## src/rtl/sprite_pkg.sv

```systemverilog
// sprite_pkg: shared states, limits and shape ids for the sprite plot sequencer
package sprite_pkg;
  typedef enum logic [2:0] {S_IDLE, S_LOAD, S_ERASE, S_DRAW, S_NEXT, S_DONE} state_t;
  localparam int DEF_X_MAX = 159;
  localparam int DEF_Y_MAX = 119;
  localparam int OFS_W = 4;
  localparam logic [1:0] SHAPE_DUCK = 2'd0;
  localparam logic [1:0] SHAPE_HUNTER = 2'd1;
  function automatic state_t first_pass(input logic erase, input logic draw);
    return erase ? S_ERASE : (draw ? S_DRAW : S_NEXT);
  endfunction
endpackage

```

## src/rtl/sprite_pixel_walker.sv

```systemverilog
// sprite_pixel_walker: steps one shape through the offset ROM, one pixel per cycle, clipping off-screen pixels
module sprite_pixel_walker
  import sprite_pkg::*;
#(
  parameter int MAX_PIX = 16,
  parameter int X_W = 8,
  parameter int Y_W = 7,
  parameter int COL_W = 3,
  parameter int X_MAX = DEF_X_MAX,
  parameter int Y_MAX = DEF_Y_MAX,
  parameter int IDX_W = 4
) (
  input  logic             clock,
  input  logic             reset,
  input  logic             i_run,
  input  logic [X_W-1:0]   i_base_x,
  input  logic [Y_W-1:0]   i_base_y,
  input  logic [COL_W-1:0] i_col,
  input  logic [OFS_W-1:0] i_rom_dx,
  input  logic [OFS_W-1:0] i_rom_dy,
  input  logic             i_rom_last,
  output logic [IDX_W-1:0] o_rom_idx,
  output logic             o_plot,
  output logic [X_W-1:0]   o_x,
  output logic [Y_W-1:0]   o_y,
  output logic [COL_W-1:0] o_col,
  output logic             o_last
);
  localparam logic [X_W:0] LIM_X = (X_W + 1)'(X_MAX);
  localparam logic [Y_W:0] LIM_Y = (Y_W + 1)'(Y_MAX);
  logic [IDX_W-1:0] r_idx;
  logic [X_W-1:0] r_x;
  logic [Y_W-1:0] r_y;
  logic [COL_W-1:0] r_col;
  logic [X_W:0] w_px;
  logic [Y_W:0] w_py;
  // Negative sums wrap far above the visible limit, so one unsigned compare clips both edges
  assign w_px = {1'b0, i_base_x} + {{(X_W + 1 - OFS_W){i_rom_dx[OFS_W-1]}}, i_rom_dx};
  assign w_py = {1'b0, i_base_y} + {{(Y_W + 1 - OFS_W){i_rom_dy[OFS_W-1]}}, i_rom_dy};
  assign o_last = i_run && (i_rom_last || r_idx == IDX_W'(MAX_PIX - 1));
  assign o_plot = i_run && w_px <= LIM_X && w_py <= LIM_Y;
  assign o_rom_idx = r_idx;
  assign o_x = o_plot ? w_px[X_W-1:0] : r_x;
  assign o_y = o_plot ? w_py[Y_W-1:0] : r_y;
  assign o_col = o_plot ? i_col : r_col;
  // Index advances every walking cycle, clipped or not, and rewinds after the final pixel
  always_ff @(posedge clock or negedge reset)
    if (!reset) r_idx <= '0;
    else r_idx <= (i_run && !o_last) ? r_idx + 1'b1 : '0;
  // Remember the last plotted pixel so the outputs hold steady between plots
  always_ff @(posedge clock or negedge reset)
    if (!reset) begin
      r_x <= '0;
      r_y <= '0;
      r_col <= '0;
    end else if (o_plot) begin
      r_x <= w_px[X_W-1:0];
      r_y <= w_py[Y_W-1:0];
      r_col <= i_col;
    end
endmodule

```

## src/rtl/sprite_plot_sequencer.sv

```systemverilog
// sprite_plot_sequencer: per frame, erases and redraws N sprites on one pixel port; define SPRITE_PLOT_SEQUENCER_ERASE_ALL_EN to erase every sprite before drawing any
module sprite_plot_sequencer
  import sprite_pkg::*;
#(
  parameter int NUM_SPR = 7,
  parameter int MAX_PIX = 16,
  parameter int X_W = 8,
  parameter int Y_W = 7,
  parameter int COL_W = 3,
  parameter int SHP_W = 2,
  parameter int X_MAX = DEF_X_MAX,
  parameter int Y_MAX = DEF_Y_MAX,
  localparam int IDX_W = (MAX_PIX > 1) ? $clog2(MAX_PIX) : 1
) (
  input  logic                     clock,
  input  logic                     reset,
  input  logic                     frame_tick,
  input  logic [NUM_SPR-1:0]       spr_en,
  input  logic [NUM_SPR*X_W-1:0]   spr_x,
  input  logic [NUM_SPR*Y_W-1:0]   spr_y,
  input  logic [NUM_SPR*COL_W-1:0] spr_col,
  input  logic [NUM_SPR*SHP_W-1:0] spr_shape,
  input  logic [COL_W-1:0]         bg_col,
  output logic [SHP_W-1:0]         rom_shape,
  output logic [IDX_W-1:0]         rom_idx,
  input  logic [OFS_W-1:0]         rom_dx,
  input  logic [OFS_W-1:0]         rom_dy,
  input  logic                     rom_last,
  output logic                     plot,
  output logic [X_W-1:0]           x_out,
  output logic [Y_W-1:0]           y_out,
  output logic [COL_W-1:0]         col_out,
  output logic                     busy,
  output logic                     frame_done,
  output logic [7:0]               overrun_cnt
);
  localparam int CH_W = (NUM_SPR > 1) ? $clog2(NUM_SPR) : 1;
  state_t r_state, w_nxt, w_first, w_follow, w_wrap, w_post_erase;
  logic [CH_W-1:0] r_ch, w_ch_inc;
  logic w_ch_last, w_run, w_erase, w_last, w_commit;
  logic [NUM_SPR-1:0] r_new_en, r_old_valid;
  logic [NUM_SPR*X_W-1:0] r_new_x, r_old_x;
  logic [NUM_SPR*Y_W-1:0] r_new_y, r_old_y;
  logic [NUM_SPR*SHP_W-1:0] r_new_shape, r_old_shape;
  logic [NUM_SPR*COL_W-1:0] r_new_col;
  logic [7:0] r_overrun;
  logic [X_W-1:0] w_base_x;
  logic [Y_W-1:0] w_base_y;
  logic [COL_W-1:0] w_col;
  assign w_ch_inc = r_ch + 1'b1;
  assign w_ch_last = r_ch == CH_W'(NUM_SPR - 1);
  assign w_erase = r_state == S_ERASE;
`ifdef SPRITE_PLOT_SEQUENCER_ERASE_ALL_EN
  logic r_phase;
  assign w_first = first_pass(r_old_valid[0], 1'b0);
  assign w_follow = r_phase ? first_pass(1'b0, r_new_en[w_ch_inc]) : first_pass(r_old_valid[w_ch_inc], 1'b0);
  assign w_wrap = r_phase ? S_DONE : first_pass(1'b0, r_new_en[0]);
  assign w_post_erase = S_NEXT;
  assign w_commit = r_state == S_NEXT && r_phase;
  // Phase 0 erases every channel, phase 1 draws every channel
  always_ff @(posedge clock or negedge reset)
    if (!reset) r_phase <= 1'b0;
    else if (r_state == S_LOAD) r_phase <= 1'b0;
    else if (r_state == S_NEXT && w_ch_last) r_phase <= 1'b1;
`else
  assign w_first = first_pass(r_old_valid[0], r_new_en[0]);
  assign w_follow = first_pass(r_old_valid[w_ch_inc], r_new_en[w_ch_inc]);
  assign w_wrap = S_DONE;
  assign w_post_erase = r_new_en[r_ch] ? S_DRAW : S_NEXT;
  assign w_commit = r_state == S_NEXT;
`endif
  // State register
  always_ff @(posedge clock or negedge reset)
    if (!reset) r_state <= S_IDLE;
    else r_state <= w_nxt;
  // Next-state: walks end on the walker's last flag, NEXT picks the following channel's first pass
  always_comb
    case (r_state)
      S_IDLE:  w_nxt = frame_tick ? S_LOAD : S_IDLE;
      S_LOAD:  w_nxt = w_first;
      S_ERASE: w_nxt = w_last ? w_post_erase : S_ERASE;
      S_DRAW:  w_nxt = w_last ? S_NEXT : S_DRAW;
      S_NEXT:  w_nxt = w_ch_last ? w_wrap : w_follow;
      default: w_nxt = S_IDLE;
    endcase
  // Outputs decoded from state
  always_comb begin
    w_run = r_state == S_ERASE || r_state == S_DRAW;
    busy = r_state == S_LOAD || w_run || r_state == S_NEXT;
    frame_done = r_state == S_DONE;
  end
  // Channel pointer restarts at LOAD and wraps after the last channel
  always_ff @(posedge clock or negedge reset)
    if (!reset) r_ch <= '0;
    else if (r_state == S_LOAD) r_ch <= '0;
    else if (r_state == S_NEXT) r_ch <= w_ch_last ? '0 : w_ch_inc;
  // Snapshot on the accepted tick so later input changes cannot disturb the frame
  always_ff @(posedge clock or negedge reset)
    if (!reset) begin
      r_new_en <= '0;
      r_new_x <= '0;
      r_new_y <= '0;
      r_new_col <= '0;
      r_new_shape <= '0;
    end else if (r_state == S_IDLE && frame_tick) begin
      r_new_en <= spr_en;
      r_new_x <= spr_x;
      r_new_y <= spr_y;
      r_new_col <= spr_col;
      r_new_shape <= spr_shape;
    end
  // Commit the drawn image as next frame's erase target
  always_ff @(posedge clock or negedge reset)
    if (!reset) begin
      r_old_valid <= '0;
      r_old_x <= '0;
      r_old_y <= '0;
      r_old_shape <= '0;
    end else if (w_commit) begin
      r_old_valid[r_ch] <= r_new_en[r_ch];
      r_old_x[r_ch*X_W +: X_W] <= r_new_x[r_ch*X_W +: X_W];
      r_old_y[r_ch*Y_W +: Y_W] <= r_new_y[r_ch*Y_W +: Y_W];
      r_old_shape[r_ch*SHP_W +: SHP_W] <= r_new_shape[r_ch*SHP_W +: SHP_W];
    end
  // Ticks arriving while a frame is in flight are dropped and counted
  always_ff @(posedge clock or negedge reset)
    if (!reset) r_overrun <= '0;
    else if (frame_tick && r_state != S_IDLE && r_overrun != 8'hFF) r_overrun <= r_overrun + 1'b1;
  assign overrun_cnt = r_overrun;
  assign w_base_x = w_erase ? r_old_x[r_ch*X_W +: X_W] : r_new_x[r_ch*X_W +: X_W];
  assign w_base_y = w_erase ? r_old_y[r_ch*Y_W +: Y_W] : r_new_y[r_ch*Y_W +: Y_W];
  assign w_col = w_erase ? bg_col : r_new_col[r_ch*COL_W +: COL_W];
  assign rom_shape = w_run ? (w_erase ? r_old_shape[r_ch*SHP_W +: SHP_W] : r_new_shape[r_ch*SHP_W +: SHP_W]) : SHP_W'(SHAPE_DUCK);
  sprite_pixel_walker #(
    .MAX_PIX(MAX_PIX),
    .X_W(X_W),
    .Y_W(Y_W),
    .COL_W(COL_W),
    .X_MAX(X_MAX),
    .Y_MAX(Y_MAX),
    .IDX_W(IDX_W)
  ) u_walker (
    .clock(clock),
    .reset(reset),
    .i_run(w_run),
    .i_base_x(w_base_x),
    .i_base_y(w_base_y),
    .i_col(w_col),
    .i_rom_dx(rom_dx),
    .i_rom_dy(rom_dy),
    .i_rom_last(rom_last),
    .o_rom_idx(rom_idx),
    .o_plot(plot),
    .o_x(x_out),
    .o_y(y_out),
    .o_col(col_out),
    .o_last(w_last)
  );
endmodule

```

## config.mk

```make
export PLATFORM = sky130hd
export DESIGN_NAME = sprite_plot_sequencer
export DESIGN_NICKNAME = d
export VERILOG_FILES = /design/src/rtl/sprite_pkg.sv /design/src/rtl/sprite_pixel_walker.sv /design/src/rtl/sprite_plot_sequencer.sv
export SDC_FILE = /design/constraint.sdc
export NUM_CORES = 1
export LEC_CHECK = 0
export CAP_MARGIN = 20
export CORE_ASPECT_RATIO = 0.5
export CORE_MARGIN = 2
export CORE_UTILIZATION = 29
export DETAILED_ROUTE_END_ITERATION = 10
export DONT_BUFFER_PORTS = 1
export SYNTH_ARGS = -nofsm -noshare
export SYNTH_HDL_FRONTEND = slang
export SYNTH_SLANG_ARGS = --single-unit
```

## constraint.sdc

```tcl
create_clock -name clock -period 5.6 [get_ports clock]
set_input_delay 0.56 -clock clock [delete_from_list [all_inputs] [get_ports clock]]
set_output_delay 0.56 -clock clock [all_outputs]
set_load 0.01 [all_outputs]
```

# Word level (Yosys, flattened, before mapping)

Cells that the tools add are included.

Logic and storage cells: 102
Register bits: 309
Output and inout bits: 35

Reductions and logical operators: 16
Multipliers: 2
Mux-type cells: 34
Add/sub/neg operators: 8
$lt $le $gt $ge: 5
Equal/unequal tests: 8
Shifts and indexed selects: 13

Operators by type and width:

| kind                                                                             | count |
|---|---|
| 56-bit by 7-bit variable part select with 8-bit output                           | 2 |
| 49-bit by 7-bit variable part select with 7-bit output                           | 2 |
| 6-bit negator with 34-bit output                                                 | 2 |
| 56-bit bitwise mux                                                               | 1 |
| 8-bit by 34-bit variable shift with 56-bit output, first input constant          | 1 |
| 8-bit by 34-bit variable part select with 56-bit output                          | 1 |
| 49-bit bitwise mux                                                               | 1 |
| 7-bit by 34-bit variable shift with 49-bit output, first input constant          | 1 |
| 7-bit by 34-bit variable part select with 49-bit output                          | 1 |
| 3-bit 2-to-1 mux                                                                 | 13 |
| 4-bit negator with 34-bit output                                                 | 1 |
| 2-bit by 34-bit variable shift with 14-bit output, first input constant          | 1 |
| 2-bit by 34-bit variable part select with 14-bit output                          | 1 |
| 14-bit by 5-bit variable part select with 2-bit output                           | 2 |
| 21-bit by 6-bit variable part select with 3-bit output                           | 1 |
| 8-bit 2-to-1 mux                                                                 | 2 |
| 3-bit one-hot mux with 5 select lines                                            | 1 |
| 14-bit bitwise mux                                                               | 1 |
| 7-bit 2-to-1 mux                                                                 | 2 |
| 8-bit by 9-bit adder with 9-bit output                                           | 1 |
| 1-bit binary-select mux with 3-bit select                                        | 3 |
| 3-bit equality test, second input constant                                       | 3 |
| 9-bit by 8-bit less-or-equal comparator with 1-bit output, second input constant | 1 |
| 7-bit by 8-bit adder with 8-bit output                                           | 1 |
| other kinds (23)                                                                 | 40 |

# Logic depth before layout (Yosys ltp)

Gate-level depths: netlist of run 1.

Depth in word-level cells: 7
Mapped depth: 19
Depth with buffers taken out: 14

# Cells and area by module

From an unflattened synthesis of run 1, not the netlist that was laid out.

Cells, all modules: 1258
Area, all modules: 15367.2 sq um

By module, submodules not included:

| module                | sequential area each (sq um) | area an instance (sq um) | instances | cells each |
|---|---|---|---|---|
| sprite_plot_sequencer | 7181.9                       | 13718.2                  | 1         | 1108 |
| sprite_pixel_walker   | 550.5                        | 1649.1                   | 1         | 150 |

# Worst setup path before layout of run 1

No wires, ideal clock.

Path kind: register to output
Start point: register r_ch[1]
End point: output x_out[0]
Path slack: 0.894 ns
Data arrival time: 4.146 ns
Cell stages (with the launch flop): 17
Cells stage by stage: dfrtp_1 > buf_2 > buf_4 > nor2b_1 > a221oi_1 > a21oi_1 > a221oi_1 > a21oi_1 > ha_1 > fa_1 > a21o_1 > a21oi_1 > nor4b_1 > nor4_2 > o211ai_4 > buf_6 > mux2_4

Word-level cells in the longest chain between the ends: 7

Ends and longest elaborated chain:

| what                                                                                                                  | RTL line                                                   | text |
|---|---|---|
| start, declared                                                                                                       | sprite_plot_sequencer.sv:39                                | `logic [CH_W-1:0] r_ch, w_ch_inc;` |
| start signal, assigned                                                                                                | sprite_plot_sequencer.sv:96                                | `else if (r_state == S_NEXT) r_ch <= w_ch_last ? '0 : w_ch_inc;` |
| 3-bit by 3-bit multiplier with 6-bit output or 56-bit by 7-bit variable part select with 8-bit output (tied branches) | sprite_plot_sequencer.sv:131, sprite_plot_sequencer.sv:130 |  |
| 49-bit by 7-bit variable part select with 7-bit output or 8-bit 2-to-1 mux (tied branches)                            | sprite_plot_sequencer.sv:131, sprite_plot_sequencer.sv:130 |  |
| 7-bit 2-to-1 mux or 8-bit by 9-bit adder with 9-bit output (tied branches)                                            | sprite_plot_sequencer.sv:131, sprite_pixel_walker.sv:38    |  |
| 7-bit by 8-bit adder with 8-bit output or 9-bit by 8-bit less-or-equal comparator with 1-bit output (tied branches)   | sprite_pixel_walker.sv:39, sprite_pixel_walker.sv:41       |  |
| 8-bit by 7-bit less-or-equal comparator with 1-bit output or 1-bit logical AND (tied branches)                        | sprite_pixel_walker.sv:41                                  | `assign o_plot = i_run && w_px <= LIM_X && w_py <= LIM_Y;` |
| 1-bit logical AND                                                                                                     | sprite_pixel_walker.sv:41                                  |  |
| 8-bit 2-to-1 mux *                                                                                                    | sprite_pixel_walker.sv:43                                  | `assign o_x = o_plot ? w_px[X_W-1:0] : r_x;` |
| end, declared                                                                                                         | sprite_plot_sequencer.sv:30                                | `output logic [X_W-1:0] x_out,` |

Every way passes the cells marked *; elsewhere a longest branch is shown, timed or not.

# Worst setup path after layout of run 1

Start point: register r_ch[0]
End point: output y_out[6]

Word-level cells in the longest chain between the ends: 7

Ends and longest elaborated chain:

| what                                                                                                                  | RTL line                                                   | text |
|---|---|---|
| 3-bit by 3-bit multiplier with 6-bit output or 56-bit by 7-bit variable part select with 8-bit output (tied branches) | sprite_plot_sequencer.sv:131, sprite_plot_sequencer.sv:130 |  |
| 49-bit by 7-bit variable part select with 7-bit output or 8-bit 2-to-1 mux (tied branches)                            | sprite_plot_sequencer.sv:131, sprite_plot_sequencer.sv:130 |  |
| 7-bit 2-to-1 mux or 8-bit by 9-bit adder with 9-bit output (tied branches)                                            | sprite_plot_sequencer.sv:131, sprite_pixel_walker.sv:38    |  |
| 7-bit by 8-bit adder with 8-bit output or 9-bit by 8-bit less-or-equal comparator with 1-bit output (tied branches)   | sprite_pixel_walker.sv:39, sprite_pixel_walker.sv:41       |  |
| 8-bit by 7-bit less-or-equal comparator with 1-bit output or 1-bit logical AND (tied branches)                        | sprite_pixel_walker.sv:41                                  |  |
| 1-bit logical AND                                                                                                     | sprite_pixel_walker.sv:41                                  |  |
| 7-bit 2-to-1 mux *                                                                                                    | sprite_pixel_walker.sv:44                                  | `assign o_y = o_plot ? w_py[Y_W-1:0] : r_y;` |
| end, declared                                                                                                         | sprite_plot_sequencer.sv:31                                | `output logic [Y_W-1:0] y_out,` |

Marks and branches as above.

==> results of run 1 <==
## metal layers
| metal | routed length, um | vias up | share of wire, % |
|---|---|---|---|
| li1 | - | 4691 | - |
| met1 | 19210 | 5214 | 45 |
| met2 | 20440 | 290 | 48 |
| met3 | 2232 | 59 | 5.2 |
| met4 | 1055 | 2 | 2.5 |
| met5 | 7 | - | 0.016 |
## layout make-up
type / count / area, um^2 / share of cell area (%)
Multi-Input combinational cell: 876 / 6972 / 40.51
Timing Repair Buffer: 55 / 469.2 / 2.726
Clock buffer: 45 / 867.1 / 5.038
Antenna cell: 13 / 32.53 / 0.1890
Sequential cell: 309 / 7741 / 44.98
Tap cell: 701 / 877.1 / 5.096
Inverter: 12 / 45.04 / 0.2617
Clock inverter: 10 / 206.4 / 1.200
## metrics by stage
stage                     power (uW)  area [um^2]  worst slack [ps]
after floorplan                 6894        15090             893.9
after global placement          8343        15970             585.5
after detailed placement        8409        15970             529.7
after CTS                      10680        17060             25.47
after global routing           11360        17210             41.51
final                          10690        17210             209.1
## registers in the layout (all words and copies together), names as in the netlist
name / cells
u_walker.r_x: 8
r_new_en: 7
r_new_y: 49
u_walker.r_y: 7
r_old_shape: 14
r_old_x: 56
r_old_valid: 7
r_old_y: 49
u_walker.r_col: 3
r_new_shape: 14
r_new_x: 56
r_state: 3
r_ch: 3
u_walker.o_rom_idx: 4
overrun_cnt: 8
r_new_col: 21
## critical path: cells and delay by family (launching register included)
| kind | cells | cell delay [ps] |
|---|---|---|
| compound gates | 6 | 1350 |
| mux | 2 | 830 |
| fa+ha+maj | 2 | 720 |
| flops | 1 | 490 |
| simple gates | 3 | 490 |
| buf+inv | 2 | 340 |
## what timing repair did
action	in CTS	in global routing
setup buffers	1	11
endpoints found under the setup margin	18	19
hold endpoints to repair	309	309
cloned	0	0
gates resized for setup	1	8
pin swaps	0	0
## logic make-up after synthesis
family	Yosys count	share of synthesized area (%)
compound gates	273	11.65
xor+xnor	22	1.277
fa+ha+maj	25	2.172
buf+inv	91	2.786
flops	309	51.24
mux	282	22.90
simple gates	274	7.984
## Yosys cell counts (8+ instances only)
library cell and number:
a22o_1 13, o211ai_1 9, o21ai_0 100, a22oi_1 8
xor2_1 10, nor2_1 72, a221o_1 11, mux4_2 25
mux2_2 216, dfrtp_1 309, nor3_1 9, a21oi_1 43
nand3_1 20, o31ai_1 21, a221oi_1 15, ha_1 23
xnor2_1 12, mux2i_1 31, mux2_4 10, nand2_1 134
a31oi_1 11, o22ai_1 9, clkbuf_1 28, buf_2 39
## power by group
part           internal [uW]  switching [uW]  total [uW]
Clock                   1300             919        2220
Sequential              3030             485        3520
Combinational           2210            2740        4950
## path summary, 6_finish.rpt
path / startpoint / endpoint / cells past startpoint / slack, ps
setup / recovery: r_ch[0] / y_out[6] / 15 / 210
hold / removal: reset / r_new_x[22] / 0 / -360
setup reg to reg: r_ch[0] / u_walker.r_y[6] / 15 / 1170
hold reg to reg: r_old_y[23] / r_old_y[23] / 2 / 480
max in group asynchronous: reset / r_old_x[28] / 0 / 5410
min in group clock: spr_y[35] / r_new_y[35] / 1 / 80
==> impl_metrics.json, run 1 <==
{
  "synth_edf_count": 0,
  "endpoint_kind": "output pin",
  "gp_congestion": 0.8258,
  "finalSetupViolCount": 0,
  "maxCapViolCount": 0,
  "grt_pass1_vias": 9865,
  "drt-vias-per-instance": 5.075,
  "final.setup_skew_ps": 56.59,
  "die-width_um": 326.6,
  "drt-wirelength-per-cell_um": 21.25,
  "yosysSeqAreaShare_pct": 51.24,
  "path_clk_slew_ps": 60,
  "grt_pass1_wl_um": 63200,
  "die_height_um": 165.3,
  "fmax_ghz": 0.1855,
  "busiest_layer": "met2",
  "relSlewSlack_pct": 33.96,
  "syn_to_final_growth_pct": 14.04,
  "dp_hpwl_um": 29590,
  "dp_cells": 1941,
  "grt_antenna_before_repair": 14,
  "syn_avg_cell_area_um2": 11.83,
  "critPathSlowestCell": "a31oi_1",
  "layoutNonFillerInstCount": 2021,
  "final_core_util_pct": 33.31,
  "use_met2_pct": 24.83,
  "grt_remaining_overflow": 0,
  "synth-async-reset-ratio_pct": 100.0,
  "synth_cell_types": 60,
  "synth_fp_nets": 1463,
  "ys_seq_elements": 309,
  "port_buffers": 0,
  "clock_sinks": 309,
  "clk_latency_ps": 620,
  "hold_viol_final": 309,
  "fin_crit_ps": 5391,
  "final_common_cell": "dfrtp_1",
  "final-max-slew-violation-count": 0,
  "dieArea_um2": 53990,
  "fin_setup_tns_ps": 0,
  "p_leak_uw": 0.007159,
  "fillerInstances": 5161,
  "holdWs_ps": -361.3,
  "io_pins": 197,
  "crit_type": "flip-flop to output pin",
  "period_share_pct": 96.27,
  "layout-drive-gt1-share_pct": 28.92,
  "syn_inst": 1276,
  "grt_use_met1_pct": 20.76,
  "htreeDepth": 1,
  "yosysTopAreaCell": "dfrtp_1",
  "finalWirelength_um": 42940,
  "worst_pin_slew_ps": 987.7,
  "grt_max_degree": 310,
  "synth_top_area_share_pct": 51.24,
  "rows": 59,
  "status": "finished with violations",
  "violations": "hold timing",
  "route.detailed.drc": 0,
  "min_path_type": "input port to asynchronous set/reset pin",
  "arrival_ps": 4830,
  "cp-start-kind": "flip-flop",
  "fin_nets": 1471,
  "ir_drop_mv": 0.3486,
  "synthFlopType": "dfrtp_1",
  "syn_area_um2": 15090,
  "cts_max_path_buffers": 3,
  "numCtsBuffers": 30,
  "required_ps": 5040,
  "start_util_pct": 29.21,
  "crit_chain": "buf_4, mux4_2, nand2_1, o21ai_0, buf_4, nand2_1, o21ai_0, ha_1, fa_1, a21oi_2, o211ai_2, mux2_4, nor4b_4, a31oi_1, a31oi_1",
  "rsz0062_at_grt": "no",
  "drtIter0Drc": 992,
  "power_density_nw_per_um2": 621.2,
  "vias": 10260,
  "core_um2": 51670,
  "cts_tree": "yes",
  "yosys_warnings": 0,
  "ant_nets": 0,
  "grt_use_total_pct": 15.31,
  "final_cell_mix": "dfrtp_1 (306), mux2_2 (216), nand2_1 (133)",
  "critPathMaxFanout": 6,
  "grt_util_met3_pct": 2.747,
  "root_buffer": "clkbuf_16",
  "synthTopCellsByArea": "dfrtp_1 (51%), mux2_2 (16%), mux4_2 (3.7%)",
  "cpPeakStageDelay_ps": 580,
  "firstDrtPassIters": 5
}
(Power assumes the default switching activity.)
==> run 2, diff against run 1 <==
--- a/config.mk
+++ b/config.mk
@@ -11,6 +11,7 @@
 export CORE_UTILIZATION = 29
 export DETAILED_ROUTE_END_ITERATION = 10
 export DONT_BUFFER_PORTS = 1
+export RECOVER_POWER = 50
 export SYNTH_ARGS = -nofsm -noshare
 export SYNTH_HDL_FRONTEND = slang
 export SYNTH_SLANG_ARGS = --single-unit
==> run 2 against run 1 <==
The flow still finishes with violations (hold timing). Power about the same. Core utilization about the same. Sequential share of layout area about the same. Hold slack barely moved. Non-clock buffer count did not move. Worst setup slack better by 2.6 ps. Die area unchanged. Clock-buffer cell count did not move. Highest routed layer unchanged.
==> impl_metrics.json, run 2 (synthesis gave the netlist of run 1 again) <==
{
  "dpl_cell_area_um2": 15970,
  "endpoint_kind": "output pin",
  "clock_sinks": 309,
  "rr_startpoint": "r_ch[0]",
  "path_clk_slew_ps": 60,
  "rsz0062_at_grt": "no",
  "crit_type": "flip-flop to output pin",
  "grt_pass1_wl_um": 63200,
  "critPathMaxFanout": 6,
  "gp_congestion": 0.8258,
  "die-width_um": 326.6,
  "rows": 59,
  "firstDrtPassIters": 5,
  "regArea_um2": 7741,
  "worst_pin_slew_ps": 1116,
  "root_buffer": "clkbuf_16",
  "hold_viol_final": 309,
  "htreeDepth": 1,
  "holdWs_ps": -361.5,
  "cpPeakStageDelay_ps": 580,
  "relSlewSlack_pct": 25.00,
  "drtIter0Drc": 1027,
  "critPathSlowestCell": "a31oi_1",
  "grt_max_degree": 310,
  "maxCapViolCount": 0,
  "clk_latency_ps": 620,
  "start_util_pct": 29.21,
  "power_density_nw_per_um2": 621.2,
  "final_cell_mix": "dfrtp_1 (306), mux2_2 (216), nand2_1 (133)",
  "period_share_pct": 96.22,
  "cp_top_family": "compound AO/OA/AOI/OAI gates",
  "crit_buf_inv": 2,
  "dp_hpwl_um": 29590,
  "crit_chain": "buf_4, mux4_2, nand2_1, o21ai_0, buf_4, nand2_1, o21ai_0, ha_1, fa_1, a21oi_2, o211ai_2, mux2_4, nor4b_4, a31oi_1, a31oi_1",
  "swShare_pct": 38.70,
  "min_path_type": "input port to asynchronous set/reset pin",
  "grt_antenna_before_repair": 14,
  "final.setup_skew_ps": 56.41,
  "status": "finished with violations",
  "fillerInstances": 5163,
  "arrival_ps": 4830,
  "grt_remaining_overflow": 0,
  "grt_pass1_vias": 9865,
  "final_core_util_pct": 33.28,
  "fin_crit_ps": 5388,
  "ir_drop_mv": 0.3479,
  "p_seq_share_pct": 32.9,
  "r2r_end": "u_walker.r_y[6]",
  "finalPower_uw": 10680,
  "final-max-slew-violation-count": 0,
  "reg_top3": "r_new_x (56), r_old_x (56)",
  "drt-vias-per-instance": 5.083,
  "fin_setup_tns_ps": 0,
  "fin_nets": 1471,
  "ant_nets": 0,
  "core_um2": 51670,
  "dp_slack_ps": 529.7,
  "final_common_cell": "dfrtp_1",
  "port_buffers": 0,
  "violations": "hold timing",
  "finalSetupViolCount": 0,
  "dieArea_um2": 53990,
  "drt-wirelength-per-cell_um": 21.23,
  "multiInputGateArea_um2": 6960,
  "p_switching_uw": 4135,
  "die_height_um": 165.3,
  "route.detailed.drc": 0,
  "layout_setup_ws_ps": 211.7,
  "layout-drive-gt1-share_pct": 28.84,
  "p_leak_uw": 0.007157,
  "power_frac_comb_pct": 46.3,
  "grt_use_total_pct": 15.31,
  "numCtsBuffers": 30,
  "fmax_ghz": 0.1856,
  "cp-start-kind": "flip-flop",
  "finalWirelength_um": 42900,
  "fin_area_um2": 17200,
  "syn_to_final_growth_pct": 13.96,
  "io_pins": 197,
  "ff2ff_setup_slack_ps": 1170,
  "power_frac_clock_pct": 20.8,
  "cts_tree": "yes",
  "r2r_cells": 15,
  "cts_max_path_buffers": 3,
  "internal_power_uw": 6549,
  "required_ps": 5040,
  "vias": 10270
}
-- run 2: cell counts in the layout (fill, tap and decap cells not counted) --
No cell type changed its count.
-- run 2: cell type report --
type / count / area share, %
well taps: 701 / 5.100
flip-flops and latches: 309 / 45.01
multi-input cells: 876 / 40.47
clock buffers: 45 / 5.041
clock inverters: 10 / 1.200
repair buffers: 55 / 2.728
diodes: 13 / 0.1891
inverters: 12 / 0.2619
-- run 2: worst max-delay path by stage --
stage,from,end,slack (ps),depth (start not counted)
finish,r_ch[0],y_out[6],210,15
floorplan,r_ch[1],x_out[0],890,16
detailed placement,r_ch[0],y_out[4],530,17
global placement,r_ch[0],y_out[4],590,17
CTS,r_ch[0],y_out[4],30,17
global route,r_ch[1],col_out[1],40,16
-- run 2: power groups by stage --
stage                     Sequential [uW]  Clock [uW]  Combinational (uW)
after floorplan                      3360           0                3540
after global placement               3590           0                4760
after detailed placement             3590           0                4820
after CTS                            3550        2280                4850
after global routing                 3610        2370                5380
final                                3520        2220                4950
-- run 2: metrics by stage --
stage               hold slack [ps]  std cells
finish                       -361.5       2021
floorplan                     264.4       1276
detailed placement            269.8       1941
global route                 -393.3       2019
global placement              269.7       1941
CTS                          -389.0       1997
-- run 2: metal layers --
metal / vias up / share of wire, % / global-route usage, %
met5: - / 0.016 / 0
met4: 2 / 2.5 / 5.129
met3: 57 / 5.1 / 2.747
met2: 272 / 48 / 24.83
met1: 5250 / 45 / 20.76
li1: 4692 / - / -
-- run 2: what timing repair did --
action | 4_1_cts | 5_1_grt
hold endpoints to repair | 309 | 309
setup buffers | 1 | 11
gates resized for setup | 1 | 8
pin swaps | 0 | 0
endpoints found under the setup margin | 18 | 19
==> run 3, diff against run 2 <==
--- a/config.mk
+++ b/config.mk
@@ -9,6 +9,7 @@
 export CORE_ASPECT_RATIO = 0.5
 export CORE_MARGIN = 2
 export CORE_UTILIZATION = 29
+export CTS_CLUSTER_SIZE = 14
 export DETAILED_ROUTE_END_ITERATION = 10
 export DONT_BUFFER_PORTS = 1
 export RECOVER_POWER = 50
==> run 3 against run 2 <==
The flow still finishes with violations (hold timing). Combinational power about the same. Final area increased by 0.14%. Critical endpoint is now y_out[4]. Non-clock buffer count unchanged. First-iteration DRC count down 5.6%.
==> impl_metrics.json, run 3 (synthesis gave the netlist of run 1 again) <==
{
  "path_clk_slew_ps": 60,
  "dpl_cell_area_um2": 15970,
  "htreeDepth": 1,
  "critPathMaxFanout": 9,
  "fin_nets": 1471,
  "status": "finished with violations",
  "cts_max_path_buffers": 3,
  "clock_sinks": 309,
  "crit_chain": "buf_4, mux4_2, nand2_1, o21ai_0, buf_4, nand2_1, o21ai_0, ha_1, fa_1, a21oi_2, o211ai_2, mux2_4, nor4b_4, o211ai_4, buf_4, mux2_4",
  "io_pins": 197,
  "fmax_ghz": 0.1866,
  "final_cell_mix": "dfrtp_1 (306), mux2_2 (216), nand2_1 (133)",
  "min_path_type": "input port to asynchronous set/reset pin",
  "fin_crit_ps": 5360,
  "drtIter0Drc": 969,
  "maxCapViolCount": 0,
  "route.detailed.drc": 0,
  "critPathSlowestCell": "mux4_2",
  "p_leak_uw": 0.007166,
  "crit_type": "flip-flop to output pin",
  "arrival_ps": 4800,
  "fillerInstances": 5169,
  "finalWirelength_um": 42860,
  "final.setup_skew_ps": 56.96,
  "fin_setup_tns_ps": 0,
  "rr_startpoint": "r_ch[0]",
  "ff2ff_setup_slack_ps": 1250,
  "numCtsBuffers": 30,
  "root_buffer": "clkbuf_16",
  "dp_hpwl_um": 29590,
  "worst_pin_slew_ps": 1132,
  "grt_pass1_vias": 9864,
  "syn_to_final_growth_pct": 14.12,
  "firstDrtPassIters": 5,
  "period_share_pct": 95.71,
  "cp_common_cell": "buf_4",
  "ir_drop_mv": 0.3598,
  "violations": "hold timing",
  "grt_max_degree": 310,
  "die_height_um": 165.3,
  "rsz0062_at_grt": "no",
  "endpoint_kind": "output pin",
  "grt_use_total_pct": 15.30,
  "holdWs_ps": -361.6,
  "r2r_end": "u_walker.r_y[6]",
  "cpPeakStageDelay_ps": 500,
  "reg_top3": "r_new_x (56), r_old_x (56)",
  "hold_viol_final": 309,
  "layout-drive-gt1-share_pct": 28.87,
  "drt-vias-per-instance": 5.075,
  "final-max-slew-violation-count": 0,
  "power_density_nw_per_um2": 623.0,
  "required_ps": 5040,
  "core_um2": 51670,
  "die-width_um": 326.6,
  "gp_congestion": 0.8258,
  "grt_antenna_before_repair": 16,
  "grt_pass1_wl_um": 63180,
  "cts_tree": "yes",
  "finalSetupViolCount": 0,
  "final_common_cell": "dfrtp_1",
  "grt_remaining_overflow": 0,
  "ant_nets": 0,
  "cp-start-kind": "flip-flop",
  "start_util_pct": 29.21,
  "clk_latency_ps": 620,
  "drt-wirelength-per-cell_um": 21.21,
  "dieArea_um2": 53990,
  "fin_area_um2": 17220,
  "final_core_util_pct": 33.33,
  "rows": 59,
  "vias": 10260,
  "relSlewSlack_pct": 23.93,
  "r2r_cells": 15,
  "port_buffers": 0
}
[run 3: cell types whose count changed in the layout (fill, tap and decap cells not counted), sizes merged]
cell,before,now
clkbuf,45,44
diode,13,14
bufinv,5,6
clkinv,4,3
[run 3: report_power, final]
group	internal (uW)	switching, uW
registers	3030	483
logic	2210	2730
clock network	1350	925
total	6590	4140
[run 3: how the worst max path moves through the flow]
stage / slack [ps] / start / cells after the start / to
floorplan: 890 / r_ch[1] / 16 / x_out[0]
global placement: 590 / r_ch[0] / 17 / y_out[4]
detailed placement: 530 / r_ch[0] / 17 / y_out[4]
CTS: 20 / r_ch[0] / 17 / y_out[4]
global route: 40 / r_ch[1] / 16 / col_out[1]
finish: 240 / r_ch[0] / 16 / y_out[4]
[run 3: critical path: cells and delay by family (launching register included)]
family	cells	cell delay, ps
muxes	3	1180
AOI/OAI and AO/OA	5	740
adders and majority gates	2	720
buffers and inverters	3	550
and+or+nand+nor	3	510
DFF	1	480
[run 3: layout make-up]
class	instances	area, um^2	share of cell area (%)
Multi-Input combinational cell	876	6960	40.41
Inverter	12	45.04	0.2615
Antenna cell	14	35.03	0.2034
Clock inverter	10	231.5	1.344
Sequential cell	309	7741	44.95
Clock buffer	44	863.3	5.013
Tap cell	701	877.1	5.093
Timing Repair Buffer	55	469.2	2.724
[run 3: through the flow]
| stage | worst slack, ps | total power, uW | std cells |
|---|---|---|---|
| after global routing | 36.12 | 11400 | 2020 |
| final | 240.3 | 10730 | 2021 |
| after floorplan | 893.9 | 6894 | 1276 |
| after global placement | 585.5 | 8343 | 1941 |
| after detailed placement | 529.7 | 8409 | 1941 |
| after CTS | 21.69 | 10720 | 1996 |
[run 3: routing by layer]
layer,global-route usage (%),share of wire (%),vias to the layer above
met5,0,0.016,-
met4,5.505,2.7,2
met3,2.759,5.7,68
met2,24.65,47,281
met1,20.74,44,5208
li1,-,-,4697
[run 3: what timing repair did]
action | CTS | global route
buffers inserted | 1 | 11
setup endpoints to repair | 18 | 19
resized for setup | 1 | 8
endpoints found under the hold margin | 309 | 309
